File: src/rtl/rv_pkg.sv
// Shared definitions for the issue controller and its pending-write scoreboard.
//   NREG    : architectural registers tracked (x0 included, never pending)
//   PEND_W  : per-register in-flight write counter width
//   IDX_W   : register index width
//   state_e : issue FSM states
//   reg_upd_t : one scoreboard counter update (valid + register index)
package rv_pkg;

  localparam int NREG   = 32;
  localparam int PEND_W = 2;
  localparam int IDX_W  = 5;

  typedef enum logic [1:0] {
    ST_RUN      = 2'd0,
    ST_LONGWAIT = 2'd1,
    ST_DRAIN    = 2'd2,
    ST_HALT     = 2'd3
  } state_e;

  typedef struct packed {
    logic             vld;
    logic [IDX_W-1:0] idx;
  } reg_upd_t;

endpackage

File: src/rtl/rv_scbd_cnt.sv
// Pending-write scoreboard: one saturating up/down counter per register.
//   clk, rst  : clock, asynchronous active-low reset (all counters to 0)
//   inc_i     : register receiving a new in-flight write (issue)
//   dec_i     : register whose write retires this cycle (writeback)
//   pend_o    : registered pending count per register (pend_o[0] is always 0)
//   sat_o     : counter at its maximum; another write to it must wait
module rv_scbd_cnt #(
  parameter int NREG   = rv_pkg::NREG,
  parameter int PEND_W = rv_pkg::PEND_W
) (
  input  logic                         clk,
  input  logic                         rst,
  input  rv_pkg::reg_upd_t             inc_i,
  input  rv_pkg::reg_upd_t             dec_i,
  output logic [NREG-1:0][PEND_W-1:0]  pend_o,
  output logic [NREG-1:0]              sat_o
);
  import rv_pkg::*;

  localparam logic [PEND_W-1:0] PEND_MAX = '1;

  // x0 is hardwired zero, so it can never carry a pending write.
  assign pend_o[0] = '0;
  assign sat_o[0]  = 1'b0;

  for (genvar r = 1; r < NREG; r++) begin : g_reg
    logic [PEND_W-1:0] cnt_q, cnt_d;
    logic              hit_inc, hit_dec;

    assign hit_inc = inc_i.vld && (inc_i.idx == IDX_W'(r));
    assign hit_dec = dec_i.vld && (dec_i.idx == IDX_W'(r));

    // Simultaneous issue and retire on the same register cancel out.
    // A retire against an empty counter is dropped rather than wrapping.
    always_comb begin
      cnt_d = cnt_q;
      if (hit_inc && !hit_dec && cnt_q != PEND_MAX)
        cnt_d = cnt_q + 1'b1;
      else if (hit_dec && !hit_inc && cnt_q != '0)
        cnt_d = cnt_q - 1'b1;
    end

    always_ff @(posedge clk or negedge rst) begin
      if (!rst) cnt_q <= '0;
      else      cnt_q <= cnt_d;
    end

    assign pend_o[r] = cnt_q;
    assign sat_o[r]  = (cnt_q == PEND_MAX);
  end

endmodule

File: src/rtl/rv_issue_ctrl.sv
// In-order issue controller: holds the ID-stage instruction on RAW or
// pending-write saturation hazards, serialises multi-cycle mul/div/rem,
// and drains outstanding writes after ebreak before halting.
//   clk, rst               : clock, asynchronous active-low reset
//   id_valid / id_ready    : ID instruction present / accepted this cycle
//   id_rs1/rs2/rd, id_use_*: operand indices and which sources are read
//   id_rf_we, id_long,
//   id_ebreak              : writes rd / multi-cycle op / ebreak
//   ex_valid / ex_ready    : issue to EXU / EXU can accept
//   long_done              : multi-cycle unit finished (pulse)
//   wb_we, wb_rd           : register write retiring this cycle
//   stall_raw              : issue blocked by hazard
//   halted                 : ebreak drained, core stopped
//   issue_cnt              : free-running issued-instruction count
module rv_issue_ctrl #(
  parameter int NREG   = rv_pkg::NREG,
  parameter int PEND_W = rv_pkg::PEND_W
) (
  input  logic                     clk,
  input  logic                     rst,
  input  logic                     id_valid,
  output logic                     id_ready,
  input  logic [rv_pkg::IDX_W-1:0] id_rs1,
  input  logic [rv_pkg::IDX_W-1:0] id_rs2,
  input  logic [rv_pkg::IDX_W-1:0] id_rd,
  input  logic                     id_use_rs1,
  input  logic                     id_use_rs2,
  input  logic                     id_rf_we,
  input  logic                     id_long,
  input  logic                     id_ebreak,
  output logic                     ex_valid,
  input  logic                     ex_ready,
  input  logic                     long_done,
  input  logic                     wb_we,
  input  logic [rv_pkg::IDX_W-1:0] wb_rd,
  output logic                     stall_raw,
  output logic                     halted,
  output logic [31:0]              issue_cnt
);
  import rv_pkg::*;

  state_e                      state_q, state_d;
  logic [NREG-1:0][PEND_W-1:0] pend;
  logic [NREG-1:0]             busy, sat;
  logic                        hazard, in_run, issue, all_idle;
  reg_upd_t                    inc, dec;
  logic [31:0]                 issue_cnt_q, issue_cnt_d;

  rv_scbd_cnt #(.NREG(NREG), .PEND_W(PEND_W)) u_scbd (
    .clk    (clk),
    .rst    (rst),
    .inc_i  (inc),
    .dec_i  (dec),
    .pend_o (pend),
    .sat_o  (sat)
  );

  always_comb begin
    busy = '0;
    for (int i = 0; i < NREG; i++) busy[i] = |pend[i];
  end

  // Hazards look only at registered counts: a write retiring this cycle
  // releases its consumer on the following cycle, never the same one.
  assign hazard = (id_use_rs1 & busy[id_rs1])
                | (id_use_rs2 & busy[id_rs2])
                | (id_rf_we & (id_rd != '0) & sat[id_rd]);

  assign in_run   = (state_q == ST_RUN);
  assign issue    = in_run & id_valid & ex_ready & ~hazard;
  assign all_idle = ~|busy;

  assign inc = '{vld: issue & id_rf_we & (id_rd != '0), idx: id_rd};
  assign dec = '{vld: wb_we & (wb_rd != '0),            idx: wb_rd};

  // State register
  always_ff @(posedge clk or negedge rst) begin
    if (!rst) state_q <= ST_RUN;
    else      state_q <= state_d;
  end

  // Next-state logic; ebreak wins over id_long when both are flagged.
  // DRAIN waits on the registered counters, so writes added by the ebreak
  // issue cycle itself are already visible when the check is made.
  always_comb begin
    state_d = state_q;
    unique case (state_q)
      ST_RUN: begin
        if (issue && id_ebreak)    state_d = ST_DRAIN;
        else if (issue && id_long) state_d = ST_LONGWAIT;
      end
      ST_LONGWAIT: if (long_done) state_d = ST_RUN;
      ST_DRAIN:    if (all_idle)  state_d = ST_HALT;
      ST_HALT:     state_d = ST_HALT;
      default:     state_d = ST_RUN;
    endcase
  end

  // Outputs
  always_comb begin
    ex_valid  = issue;
    id_ready  = issue;
    stall_raw = in_run & id_valid & hazard;
    halted    = (state_q == ST_HALT);
  end

  assign issue_cnt_d = issue ? issue_cnt_q + 32'd1 : issue_cnt_q;

  always_ff @(posedge clk or negedge rst) begin
    if (!rst) issue_cnt_q <= '0;
    else      issue_cnt_q <= issue_cnt_d;
  end

  assign issue_cnt = issue_cnt_q;

endmodule

File: config.mk
export PLATFORM = sky130hd
export DESIGN_NAME = rv_issue_ctrl
export DESIGN_NICKNAME = d
export VERILOG_FILES = /design/src/rtl/rv_pkg.sv /design/src/rtl/rv_scbd_cnt.sv /design/src/rtl/rv_issue_ctrl.sv
export SDC_FILE = /design/constraint.sdc
export NUM_CORES = 1
export LEC_CHECK = 0
export ABC_AREA = 1
export CAP_MARGIN = 25
export CORE_ASPECT_RATIO = 0.5
export CORE_UTILIZATION = 54
export DETAILED_ROUTE_END_ITERATION = 12
export DONT_BUFFER_PORTS = 1
export PLACE_DENSITY = 0.73
export SETUP_SLACK_MARGIN = 0.1
export SYNTH_ARGS = -nofsm -noshare
export SYNTH_HDL_FRONTEND = slang
export SYNTH_SLANG_ARGS = --single-unit
File: constraint.sdc
create_clock -name clk -period 5.27 [get_ports clk]
set_input_delay 0.527 -clock clk [delete_from_list [all_inputs] [get_ports clk]]
set_output_delay 0.527 -clock clk [all_outputs]
set_load 0.01 [all_outputs]
==> flow_summary.ini <==
[drt]
drt_wl_total_um = 21900
first_iter_violations = 843
viasPerCell = 5.69
vias = 7576
wl_per_cell_um = 16.5
postRouteAntennaNets = 0
first_pass_iters = 6
route.detailed.drc = 0

[timing]
fin_crit_sh = 0.693
rsz0062_at_grt = false
tns_ps = 0
relSlewSlack = 0.324
whs_ps = 53.9
hold_viol = 0
max_freq_mhz = 274
setup_violations = 0
report.final.slew_viol_count = 0
skew_ps = 8.96
min_period_ps = 3650
worst_pin_slew_ps = 1010
worst_slack_ps = 1620

[place]
routabilityCongestion = 0.985
dp_slack_ps = 1420
dp_hpwl_um = 16400
numPortBuffers = 0

[setup_path]
crit_type = in -> reg
critPathMaxStageDelay_ps = 760
worstSetupEndpointType = flop
critPathArrivalTime_ps = 3900
rr_startpoint = u_scbd.g_reg[12].cnt_q[0]$_DFFE_PN0P_
timing.rr.end = u_scbd.g_reg[1].cnt_q[0]$_DFFE_PN0P_
crit_path_start = id_rd[1]
worstPathMaxFanout = 30
r2r_setup_slack_ps = 1990
path_cells = inv_2 > nor2_1 > o21ai_0 > nand2_1 > o21ai_0 > nand3_1 > o21ai_1 > nand2_2 > nand4_4 > nor2_4 > buf_4 > nand2_1 > nand3_1 > nand2_1 > nand2_1 > nand2_1
required_ps = 5520
ff2ff_path_depth = 17
crit_path_frequent_cell = nand2_1
worst_setup_path_start_kind = input port
crit_slowest_cell = nor2_1

[floorplan]
die_w_um = 165
fp-row-count = 29
core-area_um2 = 12800
die_h_um = 83.3
fp.dieArea_um2 = 13700
start_util = 0.559
ioPinCount = 67

[logic_synthesis]
ys_ff_latch = 96
synth-async-reset-ratio = 1.00
synth.top_cells.by_count = nand2_1, inv_1, nand3_1
syn_area_um2 = 7140
yosysMostFrequentCell = nand2_1
synth_cell_types = 32
synth_top_area_cell = dfrtp_1
ys_seq_area_frac = 0.337
syn_nets = 1202
synthTopCellsByArea = dfrtp_1, nand2_1, nand3_1
syn_area_per_cell_um2 = 6.10
synth_warnings = 0
yosysTopAreaCellShare = 0.337
synth_edf_count = 0
synth_cells = 1170
synth_ff_type = dfrtp_1

[clock_network]
ctsResizeCount = 0
h-tree-depth = 3
clock-sinks = 96
cts_buffers = 9
root_buffer = clkbuf_16
clock_path_buffers = 2
cts_tree = yes
path_clk_slew_ps = 80
clock_latency_ps = 360

[cells_and_area]
nets = 1189
antenna_cells = 0
area_delta_synth_final_pct = 6.08
drive_above_1_share = 0.0241

[global_routing]
antenna_found_initial = 0
grt_max_degree = 97
track_usage = 0.328
grt_pass1_vias = 6805
grt_pass1_wl_um = 34600
overflow = 0

[power_and_ir_drop]
p_leak_nw = 3.66
ir_worst_vdd_mv = 0.155
power.total_mw = 1.59
p_per_area_nw_per_um2 = 209

[min_path]
hold_class = in -> async

[flow_run]
drv_cap = 0

[status]
status = completed
==> how the worst max path moves through the flow <==
stage / to / cells after the start / slack, ps
2_1_floorplan: id_ready / 15 / 2560
3_3_place_gp: u_scbd.g_reg[11].cnt_q[0]$_DFFE_PN0P_ / 16 / 1470
3_5_place_dp: u_scbd.g_reg[15].cnt_q[0]$_DFFE_PN0P_ / 16 / 1420
4_1_cts: u_scbd.g_reg[2].cnt_q[0]$_DFFE_PN0P_ / 16 / 1780
5_1_grt: u_scbd.g_reg[11].cnt_q[0]$_DFFE_PN0P_ / 16 / 1470
6_report: u_scbd.g_reg[1].cnt_q[0]$_DFFE_PN0P_ / 16 / 1620
==> cell type report <==
type	count	area, µm²
clock buffer	9	225
clock inverter	7	77.6
fill	1245	5200
inverter	146	548
multi-input combinational	901	4060
sequential	96	2400
tap	170	213
timing repair buffer	3	42.5
==> per-stage QoR <==
stage               cell area [µm²]  std cells  utilization
CTS                            7570       1332        0.593
global route                   7570       1332        0.593
finish                         7570       1332        0.593
global placement               7240       1315        0.567
detailed placement             7240       1315        0.567
floorplan                      7140       1170            -
==> registers in the layout, summed over array words and instances (netlist names) <==
register,flops
issue_cnt,32
state_q,2
u_scbd.g.cnt_q,62
==> layout by cell type (no fill, tap or decap), types with 2 or more instances in the layout <==
master and n:
a21oi_1 9, buf_4 2, clkbuf_16 9, clkinv_8 2, dfrtp_1 96, inv_1 143
inv_2 2, inv_6 2, nand2_1 463, nand3_1 136, nand3b_1 22, nand4_1 22
nor2_1 116, nor2_4 3, nor3_1 30, nor4_1 12, o211ai_1 2, o21ai_0 34
o21ai_1 11, or2_1 3, xnor2_1 14, xor2_1 17
==> logic make-up (layout without fill, tap and decap cells) <==
kind of cell | count (synthesis) | after routing | synth area share
xor+xnor | 31 | 31 | 0.0380
flops | 96 | 96 | 0.337
fa+ha+maj | 1 | 1 | 0.00175
compound gates | 57 | 57 | 0.0410
buf+inv | 173 | 165 | 0.0955
simple gates | 812 | 812 | 0.487
==> critical path, delay by kind of cell <==
kind                   cells  cell delay (ps)
AO/OA/AOI/OAI              3              480
buffers and inverters      2              390
AND/OR/NAND/NOR           11             2480
==> per-layer routing <==
metal	GRT usage	part of all wire	vias to the layer above
li1	-	-	3669
met1	0.451	0.44	3473
met2	0.493	0.42	387
met3	0.0979	0.12	47
met4	0.0984	0.023	0
met5	0	0	-
==> where the power goes <==
part	internal, mW	total [mW]	switching, mW	leakage (nW)
logic	0.0394	0.151	0.111	2.22
clock network	0.337	0.687	0.350	0.144
registers	0.742	0.748	0.00612	1.29
==> what timing repair did <==
item	in CTS	in global routing
hold buffers	1	0
setup buffers	0	0
hold endpoints to repair	96	0
endpoints found under the setup margin	0	0
Power figures use the tool's default switching activity.
